File: src/rtl/serial_adder_ctrl.sv
`default_nettype none
// ============================================================================
//  Module      : serial_adder_ctrl
//  Description : Bit-serial adder controller. Feeds one operand bit pair per
//                cycle to an external 1-bit full-adder slice, least significant
//                bit first, and assembles the registered WIDTH-bit result and
//                carry out.
//  Revision    : 1.0 - initial release
// ============================================================================
module serial_adder_ctrl #(
  parameter int WIDTH = 8
) (
  input  logic             clk,
  input  logic             rst,
  input  logic             start,
  input  logic [WIDTH-1:0] a,
  input  logic [WIDTH-1:0] b,
  input  logic             c_in,
  output logic [WIDTH-1:0] sum,
  output logic             c_out,
  output logic             busy,
  output logic             done,
  output logic             fa_a,
  output logic             fa_b,
  output logic             fa_cin,
  input  logic             fa_sum,
  input  logic             fa_cout
);

  localparam int                c_CNT_W = $clog2(WIDTH);
  localparam logic [c_CNT_W-1:0] c_LAST  = c_CNT_W'(WIDTH - 1);
  localparam logic [c_CNT_W-1:0] c_ONE   = c_CNT_W'(1);

  localparam logic [1:0] c_IDLE = 2'd0;
  localparam logic [1:0] c_RUN  = 2'd1;
  localparam logic [1:0] c_DONE = 2'd2;

  logic [1:0]         r_state;
  logic [1:0]         w_state_nxt;
  logic [WIDTH-1:0]   r_opa;
  logic [WIDTH-1:0]   r_opb;
  logic               r_carry;
  logic [WIDTH-1:0]   r_acc;
  logic [c_CNT_W-1:0] r_cnt;
  logic               w_last;
  logic               w_load;

  // The final bit position closes the run; the counter never wraps into RUN.
  assign w_last = (r_cnt == c_LAST);

  // New operands are accepted from IDLE or from DONE (back-to-back); start is
  // ignored while a run is in progress so the latched operands stay stable.
  assign w_load = start && ((r_state == c_IDLE) || (r_state == c_DONE));

  // State register
  always_ff @(posedge clk or posedge rst) begin
    if (rst) begin
      r_state <= c_IDLE;
    end else begin
      r_state <= w_state_nxt;
    end
  end

  // Next-state decode
  always_comb begin
    w_state_nxt = r_state;
    case (r_state)
      c_IDLE:  if (start) w_state_nxt = c_RUN;
      c_RUN:   if (w_last) w_state_nxt = c_DONE;
      c_DONE:  w_state_nxt = start ? c_RUN : c_IDLE;
      default: w_state_nxt = c_IDLE;
    endcase
  end

  // Outputs decoded from state only, so no input reaches an output combinationally
  always_comb begin
    busy   = 1'b0;
    done   = 1'b0;
    fa_a   = 1'b0;
    fa_b   = 1'b0;
    fa_cin = 1'b0;
    case (r_state)
      c_RUN: begin
        busy   = 1'b1;
        fa_a   = r_opa[r_cnt];
        fa_b   = r_opb[r_cnt];
        fa_cin = r_carry;
      end
      c_DONE:  done = 1'b1;
      default: ;
    endcase
  end

  // Operand capture, per-bit accumulation and result registration
  always_ff @(posedge clk or posedge rst) begin
    if (rst) begin
      r_opa   <= '0;
      r_opb   <= '0;
      r_carry <= 1'b0;
      r_acc   <= '0;
      r_cnt   <= '0;
      sum     <= '0;
      c_out   <= 1'b0;
    end else if (w_load) begin
      r_opa   <= a;
      r_opb   <= b;
      r_carry <= c_in;
      r_acc   <= '0;
      r_cnt   <= '0;
    end else if (r_state == c_RUN) begin
      r_acc[r_cnt] <= fa_sum;
      r_carry      <= fa_cout;
      if (w_last) begin
        // The top bit is still arriving from the slice, so merge it directly.
        sum   <= {fa_sum, r_acc[WIDTH-2:0]};
        c_out <= fa_cout;
        r_cnt <= '0;
      end else begin
        r_cnt <= r_cnt + c_ONE;
      end
    end
  end

endmodule
`default_nettype wire

File: config.mk
export PLATFORM = sky130hd
export DESIGN_NAME = serial_adder_ctrl
export DESIGN_NICKNAME = d
export VERILOG_FILES = /design/src/rtl/serial_adder_ctrl.sv
export SDC_FILE = /design/constraint.sdc
export NUM_CORES = 1
export LEC_CHECK = 0
export ABC_CLOCK_PERIOD_IN_PS = 2930
export CORE_ASPECT_RATIO = 2
export CORE_MARGIN = 2
export CORE_UTILIZATION = 35
export CTS_CLUSTER_SIZE = 10
export DETAILED_ROUTE_END_ITERATION = 6
export DONT_BUFFER_PORTS = 1
export GPL_ROUTABILITY_DRIVEN = 0
export GPL_TIMING_DRIVEN = 0
export MAX_ROUTING_LAYER = met4
export PLACE_DENSITY = 0.56
export REMOVE_ABC_BUFFERS = 1
export SLEW_MARGIN = 20
export SYNTH_ARGS = -nofsm -noshare
export SYNTH_HDL_FRONTEND = slang
export SYNTH_SLANG_ARGS = --single-unit
export TNS_END_PERCENT = 1
File: constraint.sdc
create_clock -name clk -period 2.93 [get_ports clk]
set_input_delay 0.879 -clock clk [delete_from_list [all_inputs] [get_ports clk]]
set_output_delay 0.879 -clock clk [all_outputs]
set_load 0.02 [all_outputs]
# Word-level counts from Yosys, hierarchy flattened
# Cells that the tools add are included.
[op_classes]
n_addsub = 1
mul = 0
n_div = 0
n_lt_le_gt_ge = 2
n_eq_ne = 5
shift = 0
mux = 23
bitwise_logic = 1
reduce_logical = 7
[ops]
columns = ["operator", "count"]
rows = [
  ["2-to-1 mux 8 bit", 2],
  ["2-to-1 mux 1 bit", 11],
  ["2-to-1 mux 3 bit", 3],
  ["bitwise mux 8 bit", 1],
  ["binary-select mux 1 bit (select 3 bit)", 2],
  ["case mux 2 bit (3 select lines)", 1],
  ["less-than comparator 3 x 4 -> 1 bit (second input constant)", 1],
  ["2-to-1 mux 2 bit", 2],
  ["!= test 2 bit (second input constant)", 2],
  ["adder 3 x 1 -> 3 bit (second input constant)", 1],
  ["demux 1 bit (select 3 bit)", 1],
  ["equality test 3 bit (second input constant)", 1],
  ["greater-or-equal comparator 3 x 1 -> 1 bit (second input constant)", 1],
  ["AND reduction 3 bit", 1],
  ["equality test 2 x 1 -> 1 bit (second input constant)", 1],
  ["equality test 2 bit (second input constant)", 1],
  ["logical AND 1 bit", 2],
  ["zero test 2 bit", 1],
  ["AND reduction 2 bit", 1],
  ["nonzero test 2 bit", 1],
  ["logical OR 1 bit", 1],
  ["inverter 1 bit", 1],
]
[word_totals]
register_bits = 39
latch_bits = 0
mem_bits_rw = 0
rom_bits = 0
input_bits = 22
out_inout_bits = 14
wordCells = 47
mem_count = 0

# Depth between registers and ports, before layout
# Gate-level depths: netlist (run 1).
[depth]
depth_word = 7
depth_mapped = 5
depth_no_buf = 4

# Worst setup path after synthesis (run 1)
# No wires, ideal clock.
[synth_path]
path_kind = "register to output"
startpoint = "register r_cnt[0]"
endpoint = "output fa_b"
arrival_time_ns = 1.306
required_ns = 2.051
path_slack_ns = 0.745
path_stages_with_launch = 6
cell_sequence = "dfrtp_1 buf_2 buf_6 mux2i_1 o22a_1 a21oi_1"
[synth_via]
elab_chain_cells = 3
[synth_lines]
columns = ["item", "line", "text"]
rows = [
  ["from (decl)", "44", "logic [c_CNT_W-1:0] r_cnt;"],
  ["from (signal assigned)", "119", "r_cnt <= r_cnt + c_ONE;"],
  ["binary-select mux 1 bit (select 3 bit)", "86", "fa_b = r_opb[r_cnt];"],
  ["2-to-1 mux 1 bit (not written as such)", "86", ""],
  ["2-to-1 mux 1 bit", "82", "case (r_state)"],
  ["to (decl)", "24", "output logic fa_b,"],
]
# No other way between the ends. The select of a mux whose other input is x is not followed.

# Worst setup path after layout (run 1)
[layout_path]
startpoint = "register r_cnt[0]"
endpoint = "output fa_a"
[layout_via]
elab_chain_cells = 3
[layout_lines]
columns = ["item", "line", "text"]
rows = [
  ["binary-select mux 1 bit (select 3 bit)", "85", "fa_a = r_opa[r_cnt];"],
  ["2-to-1 mux 1 bit (not written as such)", "85", ""],
  ["2-to-1 mux 1 bit", "82", ""],
  ["to (decl)", "23", "output logic fa_a,"],
]
# No other way between the ends. The select of a mux whose other input is x is not followed.

==> reports/results.tsv, run 1 <==
stage	metric	value	unit
clock_network	cts_resized	0	
clock_network	cts.clk_slew.worst_paths	0.07	ns
yosys	synth.yosys.seq_area_share	54.4	%
yosys	netlist.area_leader.share	54.4	%
pwr	p_leak	0.822	nW
clock_network	cts_tree	done	
floorplan	num_rows	36	
yosys	syn-cell-area	1750	sq um
clock_network	clkLatencyLatePin	0.29	ns
critical_path	start_kind	flip-flop	
finish	stdcell_area	1870	sq um
grt	grt_pass1_wl	5310	microns
clock_network	cts-root-buf	clkbuf_8	
routing	dr.pass1.iters	4	
floorplan	dieArea	5610	sq um
sta	min_period	2.79	ns
grt	grt_max_degree	31	
sta	setup_viol	0	
grt	antenna_found_initial	0	
floorplan	pin_count	36	
routing	drc	0	
sta	period_share	95.1	%
routing	routed_wirelength	3310	microns
placement	port_buffers	0	
yosys	synthTopCellsByCount	38 x dfrtp_1, 27 x mux2_2, 9 x a21oi_1	
sta	fmax	359	MHz
yosys	netlist_instances	133	
placement	post-place-ws	0.429	ns
clock_network	cts_buffer_depth	2	
yosys	synth.most_common_cell	dfrtp_1	
worst_hold_path	min_path_type	in2async	
sta	finalHoldViolCount	0	
clock_network	cts_setup_buffers	0	
yosys	synth_cell_type_count	34	
sta	rsz0062_at_grt	false	
placement	placed_area	1790	sq um
clock_network	numCtsBuffers	5	
routing	vias_per_cell	5.53	
yosys	synth_edf_count	0	
pwr	power.density	1160	nW/um^2
run_status	status	completed	
sta	setup_tns	0	ns
routing	first_iter_violations	12	
yosys	synth_area_leader_cell	dfrtp_1	
sta	slew_violations	0	
yosys	ys_warn_count	0	
grt	overflow	0	
sta	tightest_slew	0.707	ns
critical_path	crit_fanout	17	
sta	whs	0.384	ns
yosys	synth_ff_type	dfrtp_1	
sta	slew_headroom	52.9	%
routing	vias	1051	
floorplan	die_w	54.0	microns
critical_path	path_class	reg2out	
finish	fin_util	38.5	%
finish	drive_above_1_share	32.3	%
critical_path	worst_ep_required_time	2.05	ns
yosys	synth-async-reset-ratio	100	%
placement	dp_cells	184	
clock_network	htreeDepth	2	
routing	wl_per_cell	17.4	microns
sta	fin_skew	0.00658	ns
clock_network	holdBufCountCts	0	
placement	post-dp-hpwl	2480	microns
finish	diodes	0	
critical_path	endpoint_kind	output pin	
routing	ant_nets	0	
grt	grt_pass1_vias	1155	
yosys	syn_area_per_cell	13.2	sq um
pwr	vdd_drop_max	453	uV
finish	nets	158	
clock_network	cts_num_sinks	38	
floorplan	core-area	4860	sq um
yosys	yosys-top-cells-area	dfrtp_1 54%, mux2_2 17%, mux2i_1 2.9%	
finish	fin_cells	190	
grt	grt_usage	13.5	%
yosys	ys_ff_latch	38	
critical_path	cp.arrival	1.91	ns
sta	fin_ws	0.144	ns
floorplan	fp.dieH	104	microns
job	cap_viol_max_count	0	
floorplan	initial_utilization	36.0	%
finish	syn_to_final_growth	7.08	%
pwr	p_total	2.17	mW
-- layer usage --
| metal | global-route usage [%] | vias up | routed length (microns) | part of all wire, % |
|---|---|---|---|---|
| met3 | 3.45 | 10 | 157 | 4.7 |
| li1 | - | 479 | - | - |
| met4 | 9.11 | 0 | 111 | 3.4 |
| met5 | - | - | 0 | 0 |
| met1 | 12.9 | 532 | 1150 | 35 |
| met2 | 22.4 | 30 | 1900 | 57 |
-- cell families after synthesis --
| group | after synthesis | synth area share [%] |
|---|---|---|
| simple gates | 23 | 9.01 |
| compound gates | 26 | 9.87 |
| flops | 38 | 54.4 |
| fa+ha+maj | 2 | 1.43 |
| mux | 33 | 20.9 |
| buf+inv | 11 | 4.43 |
-- critical path, cell delays in order (launching register included) --
cell	delay (ns)
dfrtp_1	0.80
mux2i_1	0.18
o22a_1	0.22
a21oi_1	0.43
-- power breakdown --
group          internal [mW]  switching (mW)
sequential             0.771           0.280
combinational          0.403           0.371
clock                  0.181           0.167
-- path summary, 6_finish.rpt --
check,from,endpoint,slack (ns),depth (start not counted)
max,r_cnt[0],fa_a,0.14,3
min in group clk,r_carry,r_carry,0.47,1
max reg2reg,r_cnt[0],c_out,1.08,4
max in group asynchronous,rst,c_out,2.12,2
min reg2reg,r_carry,r_carry,0.47,1
min,rst,r_opa[5],0.38,1
-- final cells by class --
class                      instances  area (sq um)
fill                             489          2990
sequential                        38           951
multi-input combinational         84           723
clock buffer                       6          82.6
tap                               57          71.3
timing repair buffer               2          31.3
inverter                           3          13.8
-- flip-flops by register name, summed over array words and instances (netlist names) --
| name | cells |
|---|---|
| c_out | 1 |
| r_acc | 7 |
| r_carry | 1 |
| r_cnt | 3 |
| r_opa | 8 |
| r_opb | 8 |
| r_state | 2 |
| sum | 8 |
-- cell usage in the layout (no fill, tap or decap), types with 2 or more instances in the layout --
cell type  netlist  layout
a21o_1           2       2
a21oi_1          9       9
a22o_1           3       3
clkbuf_8         0       6
dfrtp_1         38      38
ha_1             2       2
mux2_2          27      27
mux2i_1          5       5
nand2b_1         2       2
nand3_1          3       3
nand4_1          4       4
nor2_1           2       2
nor2b_1          3       2
o21ai_0          5       5
o22a_1           2       2
Power figures use the tool's default switching activity.
==> inputs of run 2 (changes only) <==
--- a/config.mk
+++ b/config.mk
@@ -9,13 +9,13 @@
 export CORE_ASPECT_RATIO = 2
 export CORE_MARGIN = 2
 export CORE_UTILIZATION = 35
+export CTS_CLUSTER_DIAMETER = 40
 export CTS_CLUSTER_SIZE = 10
 export DETAILED_ROUTE_END_ITERATION = 6
-export DONT_BUFFER_PORTS = 1
 export GPL_ROUTABILITY_DRIVEN = 0
 export GPL_TIMING_DRIVEN = 0
 export MAX_ROUTING_LAYER = met4
-export PLACE_DENSITY = 0.56
+export PLACE_DENSITY = 0.65
 export REMOVE_ABC_BUFFERS = 1
 export SLEW_MARGIN = 20
 export SYNTH_ARGS = -nofsm -noshare
==> run 2 against run 1 <==
  * Clock skew shrank 0.0026 ns
  * Critical path type unchanged
  * Combinational power grew 37%
  * Utilization grew 6.8 points
  * Wire length grew 3.2%
  * First-iteration DRC count grew to 2.5 times the previous value
  * Sequential share of layout area shrank 7.4 points
  * Total power grew 9.1%
  * Cell count grew 18%
  * Critical path depth grew 1
  * Clock power shrank 6.6%
==> reports/results.tsv, run 2 (synthesized netlist as in run 1, its figures left out) <==
stage	metric	value	unit	change
sta	whs	0.485	ns	+0.102 ns
pwr	pwr-share-clk	13.8	%	-2.2 points
worst_hold_path	min_path_type	reg2reg		
clock_network	cts.clk_slew.worst_paths	0.06	ns	about the same
finish	reg_top3	r_opa: 8 flops, r_opb: 8 flops, sum: 8 flops		
job	cap_viol_max_count	0		unchanged
sta	rsz0062_at_grt	false		
routing	vias	1174		+12%
finish	stdcell_area	2200	sq um	+18%
routing	met1Wirelength	1160	microns	+1.1%
critical_path	path_class	reg2out		
grt	grt_max_degree	39		+26%
grt	grt_pass1_wl	5680	microns	+6.9%
pwr	p_sw	0.858	mW	+4.8%
sta	period_share	92.8	%	-2.3 points
floorplan	fp.dieH	104	microns	unchanged
pwr	p_leak	0.945	nW	+15%
routing	highest_layer	met4		
sta	setup_viol	0		unchanged
clock_network	cts-root-buf	clkbuf_8		
grt	antenna_found_initial	0		unchanged
run_status	status	completed		
clock_network	holdBufCountCts	0		unchanged
sta	slew_headroom	48.7	%	-4.2 points
clock_network	htreeDepth	2		unchanged
clock_network	cts_num_sinks	38		unchanged
sta	finalHoldViolCount	0		unchanged
floorplan	num_rows	36		unchanged
sta	min_period	2.72	ns	-0.0679 ns
floorplan	die_w	54.0	microns	unchanged
pwr	switching_share	36.2	%	-1.5 points
grt	grt_usage	14.3	%	+0.77 points
finish	drive_above_1_share	26.2	%	-6.1 points
critical_path	cp.arrival	1.84	ns	-0.07 ns
floorplan	initial_utilization	36.0	%	unchanged
pwr	power.density	1080	nW/um^2	-7.2%
routing	wl_per_cell	15.2	microns	-13%
placement	placed_area	2120	sq um	+18%
placement	post-dp-hpwl	2610	microns	+5.3%
floorplan	pin_count	36		unchanged
sta	fin_skew	0.00397	ns	-0.00260 ns
finish	layout_commonest_cell	dfrtp_1		
routing	vias_per_cell	5.22		-5.7%
clock_network	numCtsBuffers	5		unchanged
routing	first_iter_violations	30		+18
finish	fin_cells	225		+18%
placement	dp_cells	218		+18%
finish	nets	192		+22%
pwr	power.internal	1.51	mW	+12%
floorplan	dieArea	5610	sq um	unchanged
critical_path	endpoint_kind	output pin		
pwr	vdd_drop_max	600	uV	+32%
sta	fmax	368	MHz	+2.5%
routing	route.met3.wl	137	microns	-13%
floorplan	core-area	4860	sq um	unchanged
sta	slew_violations	0		unchanged
finish	syn_to_final_growth	25.9	%	
clock_network	cts_setup_buffers	0		unchanged
routing	dr.pass1.iters	4		unchanged
critical_path	worst_ep_required_time	2.05	ns	about the same
critical_path	start_kind	flip-flop		
clock_network	cts_tree	done		
grt	grt_pass1_vias	1245		+7.8%
routing	drc	0		unchanged
pwr	power_frac_comb	44.6	%	+9.0 points
grt	overflow	0		unchanged
routing	ant_nets	0		unchanged
routing	routed_wirelength	3420	microns	+3.2%
finish	final_cell_mix	36 x dfrtp_1, 33 x clkdlybuf4s50_1, 27 x mux2_2, 9 x a21oi_1		
routing	dr_wl_met2	2010	microns	+6.1%
critical_path	crit_fanout	11		-6
pwr	seqPwrFrac	41.6	%	-6.7 points
clock_network	clkLatencyLatePin	0.29	ns	about the same
clock_network	cts_buffer_depth	2		unchanged
placement	port_buffers	35		+35
sta	tightest_slew	0.769	ns	+0.0620 ns
pwr	p_total	2.37	mW	+9.1%
finish	diodes	0		unchanged
run 2: final cells by class:
cell class                 instances  area (sq um)
fill                             479          2660
sequential                        38           956
clock buffer                       7          76.3
multi-input combinational         84           726
inverter                           3          13.8
timing repair buffer              36           359
tap                               57          71.3
run 2: path summary, 6_finish.rpt:
path / slack, ns / end / depth (start not counted) / from
max: 0.21 / fa_a / 4 / r_cnt[1]
min: 0.49 / r_opb[1] / 1 / r_opb[1]
max reg2reg: 1.16 / r_opa[0] / 3 / r_state[0]
min reg2reg: 0.49 / r_opb[1] / 1 / r_opb[1]
max in group asynchronous: 1.31 / r_cnt[0] / 2 / rst
min in group asynchronous: 1.05 / r_opa[3] / 2 / rst
run 2: stage by stage:
| stage | setup WS, ns | util [%] | setup TNS [ns] |
|---|---|---|---|
| 2_1_floorplan | 0.416 | - | 0 |
| 3_3_place_gp | -0.584 | 43.3 | -10.16 |
| 3_5_place_dp | 0.0251 | 43.6 | 0 |
| 4_1_cts | 0.197 | 45.3 | 0 |
| 5_1_grt | 0.0952 | 45.3 | 0 |
| 6_report | 0.212 | 45.3 | 0 |
run 2: per-layer routing:
layer	track usage, %	vias to the layer above
li1	-	551
met4	8.57	0
met1	14.2	586
met2	24.0	28
met3	3.02	9
met5	-	-
run 2: power groups by stage:
stage	logic, mW	clock network, mW	registers, mW
2_1_floorplan	0.660	0	0.999
3_3_place_gp	1.05	0	0.971
3_5_place_dp	1.09	0	0.988
4_1_cts	1.08	0.341	0.987
5_1_grt	1.15	0.355	1.02
6_report	1.06	0.326	0.986
run 2: repair_timing:
| action | CTS | global route |
|---|---|---|
| setup endpoints to repair | 2 | 0 |
| resized for setup | 6 | 0 |
| endpoints found under the hold margin | 0 | 0 |
run 2: critical path, stage by stage, from the launching register on:
cell and delay [ns]:
dfrtp_1 0.57, nand2b_1 0.20, o22a_1 0.24, a21oi_1 0.18
dlygate4sd2_1 0.35
